--- src/rtl/spi_apb_pkg.sv ---
// Shared definitions for the SPI register APB master: register map,
// legal address ceiling, arbiter FSM states and the address legality check.
package spi_apb_pkg;

  localparam logic [31:0] SPI_CR1     = 32'h00;
  localparam logic [31:0] SPI_CR2     = 32'h04;
  localparam logic [31:0] SPI_SR      = 32'h08;
  localparam logic [31:0] SPI_DR_TX   = 32'h0C;
  localparam logic [31:0] SPI_CRCPR   = 32'h10;
  localparam logic [31:0] SPI_RXCRCR  = 32'h14;
  localparam logic [31:0] SPI_TXCRCR  = 32'h18;
  localparam logic [31:0] SPI_I2SCFGR = 32'h1C;
  localparam logic [31:0] SPI_I2SPR   = 32'h20;
  localparam logic [31:0] SPI_DR_RX   = 32'h24;

  localparam logic [31:0] SPI_MAX_ADDR = SPI_DR_RX;

  typedef enum logic [2:0] {
    ST_IDLE,
    ST_SETUP,
    ST_ACCESS,
    ST_CAPTURE,
    ST_RESP
  } arb_state_t;

  // Word aligned and inside the register window.
  function automatic logic addr_is_legal(input logic [31:0] addr,
                                         input logic [31:0] max_addr);
    return (addr[1:0] == 2'b00) && (addr <= max_addr);
  endfunction

endpackage

--- src/rtl/apb_rr_arb2.sv ---
// Two-way round-robin arbiter. A lone requester always wins; on a tie the
// requester that was not granted last wins. History moves only on advance.
module apb_rr_arb2 (
  input  logic       PCLK,
  input  logic       PRESET,
  input  logic [1:0] valid,
  input  logic       advance,
  output logic [1:0] grant
);

  logic last_q;  // index of the requester granted most recently

  // Grant selection from current requests and history.
  always_comb begin
    grant = 2'b00;
    case (valid)
      2'b01:   grant = 2'b01;
      2'b10:   grant = 2'b10;
      2'b11:   grant = last_q ? 2'b01 : 2'b10;
      default: grant = 2'b00;
    endcase
  end

  // History register; reset value makes requester 0 win the first tie.
  always_ff @(posedge PCLK) begin
    if (PRESET)
      last_q <= 1'b1;
    else if (advance && (grant != 2'b00))
      last_q <= grant[1];
  end

endmodule

--- src/rtl/apb_spi_req_arbiter.sv ---
// Two-requester APB master in front of the SPI register slave.
//
// state   | meaning
// --------+------------------------------------------------------------
// IDLE    | waiting for a request; grant and latch the winner
// SETUP   | APB setup phase, PSEL=1 PENABLE=0
// ACCESS  | APB access phase, waiting for PREADY or timeout
// CAPTURE | bus released, slave's registered PRDATA sampled
// RESP    | one-cycle response pulse on the owner's port
module apb_spi_req_arbiter
  import spi_apb_pkg::*;
#(
  parameter int          TIMEOUT  = 16,
  parameter logic [31:0] MAX_ADDR = SPI_MAX_ADDR
) (
  input  logic        PCLK,
  input  logic        PRESET,
  input  logic        req0_valid,
  input  logic        req0_write,
  input  logic [31:0] req0_addr,
  input  logic [15:0] req0_wdata,
  output logic        req0_ready,
  output logic        rsp0_valid,
  output logic [15:0] rsp0_rdata,
  output logic        rsp0_err,
  input  logic        req1_valid,
  input  logic        req1_write,
  input  logic [31:0] req1_addr,
  input  logic [15:0] req1_wdata,
  output logic        req1_ready,
  output logic        rsp1_valid,
  output logic [15:0] rsp1_rdata,
  output logic        rsp1_err,
  output logic        PSEL,
  output logic        PENABLE,
  output logic        PWRITE,
  output logic [31:0] PADDR,
  output logic [31:0] PWDATA,
  input  logic        PREADY,
  input  logic [31:0] PRDATA,
  input  logic        PSLVERR
);

  localparam int          TW       = $clog2(TIMEOUT);
  localparam logic [TW-1:0] TMR_LOAD = TW'(TIMEOUT - 1);

  arb_state_t    state_q, state_d;
  logic [1:0]    grant;
  logic          take;
  logic          own_q, own_d;
  logic          wr_q, wr_d;
  logic          err_q, err_d;
  logic [15:0]   rdata_d;
  logic          psel_d, penable_d;
  logic [TW-1:0] tmr_q;
  logic          sel_write, sel_legal;
  logic [31:0]   sel_addr;
  logic [15:0]   sel_wdata;
  logic          unused_prdata_hi;

  assign unused_prdata_hi = ^PRDATA[31:16];

  apb_rr_arb2 u_arb (
    .PCLK    (PCLK),
    .PRESET  (PRESET),
    .valid   ({req1_valid, req0_valid}),
    .advance (take),
    .grant   (grant)
  );

  assign take       = (state_q == ST_IDLE) && (grant != 2'b00);
  assign req0_ready = (state_q == ST_IDLE) && grant[0];
  assign req1_ready = (state_q == ST_IDLE) && grant[1];

  assign sel_write = grant[1] ? req1_write : req0_write;
  assign sel_addr  = grant[1] ? req1_addr  : req0_addr;
  assign sel_wdata = grant[1] ? req1_wdata : req0_wdata;
  assign sel_legal = addr_is_legal(sel_addr, MAX_ADDR);

  // Next state, response data/error and registered-output intents.
  always_comb begin
    state_d = state_q;
    err_d   = err_q;
    rdata_d = 16'h0000;
    case (state_q)
      ST_IDLE: begin
        if (take) begin
          state_d = sel_legal ? ST_SETUP : ST_RESP;
          err_d   = ~sel_legal;
        end
      end
      ST_SETUP:  state_d = ST_ACCESS;
      ST_ACCESS: begin
        if (PREADY) begin
          err_d   = PSLVERR;
          state_d = wr_q ? ST_RESP : ST_CAPTURE;
        end else if (tmr_q == '0) begin
          err_d   = 1'b1;
          state_d = ST_RESP;
        end
      end
      ST_CAPTURE: begin
        state_d = ST_RESP;
        rdata_d = err_q ? 16'h0000 : PRDATA[15:0];
      end
      ST_RESP:   state_d = ST_IDLE;
      default:   state_d = ST_IDLE;
    endcase
    own_d     = take ? grant[1] : own_q;
    wr_d      = take ? sel_write : wr_q;
    psel_d    = (state_d == ST_SETUP) || (state_d == ST_ACCESS);
    penable_d = (state_d == ST_ACCESS);
  end

  // State, transaction context and registered APB / response outputs.
  always_ff @(posedge PCLK) begin
    if (PRESET) begin
      state_q    <= ST_IDLE;
      own_q      <= 1'b0;
      wr_q       <= 1'b0;
      err_q      <= 1'b0;
      PSEL       <= 1'b0;
      PENABLE    <= 1'b0;
      PWRITE     <= 1'b0;
      PADDR      <= 32'h0;
      PWDATA     <= 32'h0;
      rsp0_valid <= 1'b0;
      rsp1_valid <= 1'b0;
      rsp0_rdata <= 16'h0;
      rsp1_rdata <= 16'h0;
      rsp0_err   <= 1'b0;
      rsp1_err   <= 1'b0;
    end else begin
      state_q    <= state_d;
      own_q      <= own_d;
      wr_q       <= wr_d;
      err_q      <= err_d;
      PSEL       <= psel_d;
      PENABLE    <= penable_d;
      PWRITE     <= psel_d & wr_d;
      if (take && sel_legal) begin
        PADDR  <= sel_addr;
        PWDATA <= {16'h0, sel_wdata};
      end
      rsp0_valid <= (state_d == ST_RESP) && !own_d;
      rsp1_valid <= (state_d == ST_RESP) &&  own_d;
      rsp0_rdata <= ((state_d == ST_RESP) && !own_d) ? rdata_d : 16'h0;
      rsp1_rdata <= ((state_d == ST_RESP) &&  own_d) ? rdata_d : 16'h0;
      rsp0_err   <= (state_d == ST_RESP) && !own_d && err_d;
      rsp1_err   <= (state_d == ST_RESP) &&  own_d && err_d;
    end
  end

  // PREADY timeout: down-counter loaded during SETUP, abort at zero.
  always_ff @(posedge PCLK) begin
    if (PRESET)
      tmr_q <= '0;
    else if (state_q == ST_SETUP)
      tmr_q <= TMR_LOAD;
    else if ((state_q == ST_ACCESS) && !PREADY && (tmr_q != '0))
      tmr_q <= tmr_q - TW'(1);
  end

endmodule

--- config.mk ---
export PLATFORM = sky130hd
export DESIGN_NAME = apb_spi_req_arbiter
export DESIGN_NICKNAME = d
export VERILOG_FILES = /design/src/rtl/spi_apb_pkg.sv /design/src/rtl/apb_rr_arb2.sv /design/src/rtl/apb_spi_req_arbiter.sv
export SDC_FILE = /design/constraint.sdc
export NUM_CORES = 1
export LEC_CHECK = 0
export BUFFER_PORTS_ARGS = -buffer_cell sky130_fd_sc_hd__buf_4
export CAP_MARGIN = 20
export CORE_MARGIN = 4
export CORE_UTILIZATION = 43
export DETAILED_ROUTE_END_ITERATION = 10
export GPL_TIMING_DRIVEN = 0
export PLACE_DENSITY = 0.78
export REMOVE_ABC_BUFFERS = 1
export SYNTH_ARGS = -nofsm -noshare
export SYNTH_HDL_FRONTEND = slang
export SYNTH_SLANG_ARGS = --single-unit
--- constraint.sdc ---
create_clock -name PCLK -period 2.6 [get_ports PCLK]
set_input_delay 0.26 -clock PCLK [delete_from_list [all_inputs] [get_ports PCLK]]
set_output_delay 0.26 -clock PCLK [all_outputs]
set_load 0.05 [all_outputs]
=== Word-level counts from Yosys, hierarchy flattened ===
Index checks and enable logic that the tools add are counted.

* Add/sub/neg operators: 1
* $lt $le $gt $ge: 1
* Equal/unequal tests: 9
* Multiplexer cells: 21
* Bitwise operators: 4
* Reduce and logical (&&, ||, !) cells: 23

{| class="wikitable"
|+ Operator list
! operator !! number
|-
| $mux 16 || 3
|-
| $le 32x6->1 const B || 1
|-
| $mux 32 || 1
|-
| $mux 3 || 5
|-
| $logic_and 1x1->1 || 12
|-
| $pmux 3 s4 || 1
|-
| $eq 3x2->1 const B || 3
|-
| $mux 4 || 2
|-
| $eq 3x1->1 const B || 2
|-
| $mux 1 || 6
|-
| $pmux 2 s3 || 1
|-
| $eq 2x2->1 const B || 2
|-
| $logic_not 4->1 || 1
|-
| $reduce_bool 2->1 || 2
|-
| $reduce_bool 4->1 || 1
|-
| $reduce_or 2->1 || 2
|-
| $sub 4x1->4 const B || 1
|-
| $eq 3x3->1 const B || 1
|-
| $logic_not 3->1 || 1
|-
| $not 1->1 || 3
|-
| $eq 2x1->1 const B || 1
|-
| $logic_not 1->1 || 2
|-
| $logic_not 2->1 || 1
|-
| $mux 2 || 1
|-
| 3 further kinds || 3
|}

* Register bits: 98
* Output and inout bits: 105
* Word-level logic and storage cells: 76

=== Logic depth before layout (Yosys ltp) ===
* Word-level depth: 12
* Mapped depth: 8
* Mapped depth without buffers: 7

=== By module ===
Synthesis repeated with hierarchy kept, for this count alone.

* Cell total of the unflattened synthesis: 372
* Area, all modules: 3679.8 µm²

{| class="wikitable"
|+ By module, submodules not included
! module !! instances !! cells each !! area an instance (µm²) !! seq. area each (µm²)
|-
| apb_spi_req_arbiter || 1 || 365 || 3618.5 || 1941.9
|-
| apb_rr_arb2 || 1 || 7 || 61.3 || 20.0
|}

=== Worst setup path before layout ===
OpenSTA, ideal clock, no wires.

* Path type: flip-flop to flip-flop
* From: register state_q[1]
* To: register rsp1_valid
* Setup time: 0.071 ns
* Data arrival time: 2.140 ns
* Path slack: 0.389 ns
* Cell stages (with the launch flop): 7
* Path buffers: 1
* Cells stage by stage: dfxtp_1 -> nor3_1 -> and3_1 -> clkbuf_1 -> nor2_1 -> o21ai_0 -> a21oi_1

* Word-level cells in the longest chain between the ends: 6
* Elaborated cells on any way between the ends: 12
* Classes of those cells: 4 x eq/ne; 5 x mux; 3 x reduce/logical

{| class="wikitable"
|+ RTL lines
! what !! line !! source
|-
| start: declaration || apb_spi_req_arbiter.sv:47 || <nowiki>arb_state_t state_q, state_d;</nowiki>
|-
| start signal: assignment || apb_spi_req_arbiter.sv:134 || <nowiki>state_q <= state_d;</nowiki>
|-
| $logic_not 3->1 || apb_spi_req_arbiter.sv:71, apb_spi_req_arbiter.sv:85 ||
|-
| $logic_and 1x1->1 || apb_spi_req_arbiter.sv:71 || <nowiki>assign take = (state_q == ST_IDLE) && (grant != 2'b00);</nowiki>
|-
| $mux 3 || apb_spi_req_arbiter.sv:87 || <nowiki>if (take) begin</nowiki>
|-
| $pmux 3 s4 || apb_spi_req_arbiter.sv:85 || <nowiki>case (state_q)</nowiki>
|-
| $eq 3x3->1 || apb_spi_req_arbiter.sv:146 || <nowiki>rsp1_valid <= (state_d == ST_RESP) && own_d;</nowiki>
|-
| $logic_and 1x1->1 (*) || apb_spi_req_arbiter.sv:146 ||
|-
| end signal: assignment || apb_spi_req_arbiter.sv:146 ||
|-
| end: declaration || apb_spi_req_arbiter.sv:31 || <nowiki>output logic rsp1_valid,</nowiki>
|}

Mark *: on every way between the ends. The rest lies on a longest branch, timed or not.
A chain may end at the register's enable or synchronous reset.

=== Worst setup path in the final report ===
* From: register u_arb.last_q
* To: register PWDATA[11]

* Word-level cells in the longest chain between the ends: 6
* Elaborated cells on any way between the ends: 10
* Classes of those cells: 1 x order compare; 4 x mux; 5 x reduce/logical

{| class="wikitable"
|+ RTL lines
! what !! line !! source
|-
| start: declaration || apb_rr_arb2.sv:11 || <nowiki>logic last_q;</nowiki>
|-
| start signal: assignment || apb_rr_arb2.sv:29 || <nowiki>last_q <= grant[1];</nowiki>
|-
| $mux 2 (*) || apb_rr_arb2.sv:19 || <nowiki>2'b11: grant = last_q ? 2'b01 : 2'b10;</nowiki>
|-
| $pmux 2 s3 (*) || apb_rr_arb2.sv:16 || <nowiki>case (valid)</nowiki>
|-
| $mux 32 || apb_spi_req_arbiter.sv:76 || <nowiki>assign sel_addr = grant[1] ? req1_addr : req0_addr;</nowiki>
|-
| $le 32x6->1 or $logic_not 2->1 (tied branches) || spi_apb_pkg.sv:29 || <nowiki>return (addr[1:0] == 2'b00) && (addr <= max_addr);</nowiki>
|-
| $logic_and 1x1->1 || spi_apb_pkg.sv:29 ||
|-
| $logic_and 1x1->1 || apb_spi_req_arbiter.sv:141 || <nowiki>if (take && sel_legal) begin</nowiki>
|-
| end signal: assignment || apb_spi_req_arbiter.sv:143 || <nowiki>PWDATA <= {16'h0, sel_wdata};</nowiki>
|-
| end: declaration || apb_spi_req_arbiter.sv:38 || <nowiki>output logic [31:0] PWDATA,</nowiki>
|}

Marked as above.

==> impl_metrics.ini <==
[outcome]
status = finished, final reports clean

[routing]
wl_um = 10500
drc_errors = 0
first_pass_iters = 6
via_per_inst = 4.85
drt_iter0_drc = 108
post_drt_wl_per_cell_um = 15.1
antenna_left = 0
vias = 3354

[floorplanning]
die_w_um = 103
rows = 34
initial_core_util = 0.444
core_area_mm2 = 0.00876
die_h_um = 103
dieArea_mm2 = 0.0106
ios = 241

[clock_tree]
clock_latency_ps = 360
htreeDepth = 3
clockBufferDepth = 2
cts_root_buf = clkbuf_8
cts_made_buffers = 9
hold_buffers = 0
clk_pin_slew_worst_paths_ps = 110
cts_sinks = 98
cts_tree = yes

[yosys]
yosys_warnings = 0
synth_cell_types = 46
syn_area_mm2 = 0.00389
syn_inst = 375
async_flop_share = 0
seq_area_frac_synth = 0.504
syn_avg_cell_area_um2 = 10.4
ys_ff_latch = 98
synth_flop_cell = dfxtp_1
synth_edf_count = 0

[timing]
finClkSkew_ps = 18.2
post-route-period-util = 0.829
timing.hold.ws_ps = 127
slew_headroom = 0.577
rsz0062_at_grt = false
hold_violations = 0
final-setup-viol-count = 0
min_period_ps = 2160
tightest_slew_ps = 634
fmax_ghz = 0.464
drv_slew = 0

[final_layout]
drive_above_1_share = 0.475
area_growth_pct = 45.6
finalNetCount = 715
nFillCells = 704
diodes = 0
post-route-util = 0.647

[placed_design]
dp_hpwl_um = 8130
gp_congestion = 0.838
port_buffers = 208

[worst_setup_path]
critical_path_class = register to register
start_kind = register
cp.arrival_ps = 2420
cp.required_ps = 2860
crit_path_max_fanout = 24
end_kind = register

[run]
maxCapViolCount = 0

[global_route]
grt-ovfl-total = 0
grt_pass1_wl_um = 16100
grt_start_max_net_pins = 39
grt_pass1_vias = 3330
grt.total_usage = 0.193
antenna_found_initial = 0

[power_and_ir_drop]
p_leak_nw = 2.50
powerDensity_mw_per_mm2 = 491
ir_drop_v = 0.000335

[min_path]
hold_path.class = primary input to register
-- where the power goes --
group	internal, mW	switching (mW)	total, mW	leakage (nW)
clock network	0.368	0.554	0.922	0.0898
logic	0.162	0.180	0.342	1.62
registers	1.51	0.00721	1.52	0.791
total	2.04	0.741	2.78	2.50
-- sequential cells by signal (all words and copies together), names as in the netlist --
name	flops
rsp0_valid	1
rsp1_valid	1
u_arb.last_q	1
state_q	3
err_q	1
rsp0_rdata	16
PENABLE	1
PSEL	1
rsp0_err	1
PADDR	32
tmr_q	4
rsp1_rdata	16
rsp1_err	1
own_q	1
PWDATA	16
wr_q	1
PWRITE	1
-- critical path: stages (launching register included) --
cell and delay (ps):
dfxtp_1 400, a21bo_4 420, nand4_1 300, o22ai_4 260, buf_4 170, buf_12 190
a21oi_2 80, a311oi_2 250
-- cell usage after synthesis, types with 2 or more instances --
master	instances	share of area
a21oi_1	15	0.019
o21bai_1	2	0.0039
o21ai_0	10	0.013
nor2b_1	2	0.0032
buf_4	20	0.039
xnor2_1	3	0.0068
o21a_1	3	0.0058
or4_1	3	0.0058
nor3_1	7	0.0090
a21oi_2	19	0.043
mux2i_1	20	0.051
nor4_1	12	0.019
dfxtp_1	98	0.50
nand2b_1	3	0.0048
nor2_1	42	0.041
buf_2	6	0.0077
clkbuf_1	9	0.0087
nand4_1	4	0.0064
and2_1	29	0.047
inv_1	4	0.0039
nand2_1	20	0.019
buf_12	2	0.010
a311oi_2	19	0.073
-- path summary, 6_finish.rpt --
path	start	to	slack [ps]	depth (start not counted)
setup / recovery	u_arb.last_q	PWDATA[11]	440	7
hold / removal	PRDATA[9]	rsp0_rdata[9]	130	3
setup reg to reg	u_arb.last_q	PWDATA[11]	440	7
hold reg to reg	PADDR[12]	PADDR[12]	470	1
-- layout by cell type (no fill, tap or decap), drive strengths merged, types with 2 or more instances in the layout --
| cell type | count |
|---|---|
| a21boi | 2 |
| a21oi | 35 |
| a311oi | 20 |
| and2 | 29 |
| buf | 215 |
| clkbuf | 10 |
| conb | 16 |
| dfxtp | 98 |
| inv | 8 |
| mux2i | 20 |
| nand2 | 20 |
| nand2b | 3 |
| nand4 | 4 |
| nor2 | 42 |
| nor2b | 2 |
| nor3 | 8 |
| nor4 | 12 |
| o21a | 3 |
| o21ai | 10 |
| o21bai | 2 |
| or4 | 4 |
| xnor2 | 3 |
-- cell families after synthesis --
family                   Yosys count  share of synthesized area
multiplexers                      20                     0.0514
buffers and inverters             42                     0.0720
AO/OA/AOI/OAI                     78                      0.183
adder cells (fa/ha/maj)            1                    0.00321
XOR/XNOR                           3                    0.00675
flip-flops                        98                      0.504
other                              1                   0.000963
AND/OR/NAND/NOR                  132                      0.178
-- layout make-up --
class,count,area [um^2],share of cell area
Clock buffer,10,128,0.0225
Clock inverter,6,53.8,0.00949
Inverter,4,15.0,0.00265
Multi-Input combinational cell,250,1720,0.304
Sequential cell,98,1960,0.346
Tap cell,108,135,0.0238
Timing Repair Buffer,215,1650,0.291
-- per-layer routing --
layer  global-route usage  wire length [um]  vias up
li1                     -                 -     1685
met1                0.241              4380     1529
met2                0.321              5140      125
met3               0.0467               768       15
met4               0.0747               188        0
met5                    0                 0        -
-- per-stage QoR --
stage          TNS (ps)  std cells  instance area [um^2]  setup WS [ps]  total power [mW]
2_1_floorplan    -37050        352                  3680           -800              1.71
3_3_place_gp     -76780        668                  5380          -1650              1.89
3_5_place_dp     -12570        671                  5440           -320              1.89
4_1_cts               0        691                  5660            177              2.81
5_1_grt               0        691                  5670            271              2.89
6_report              0        691                  5670            444              2.78
-- timing repair --
item                       in CTS  in global routing
setup endpoints to repair      52                  3
gates resized for setup         0                  1
buffers inserted                4                  0
pin swaps                       1                  0
Note: power is estimated with default switching activity, not from simulation.
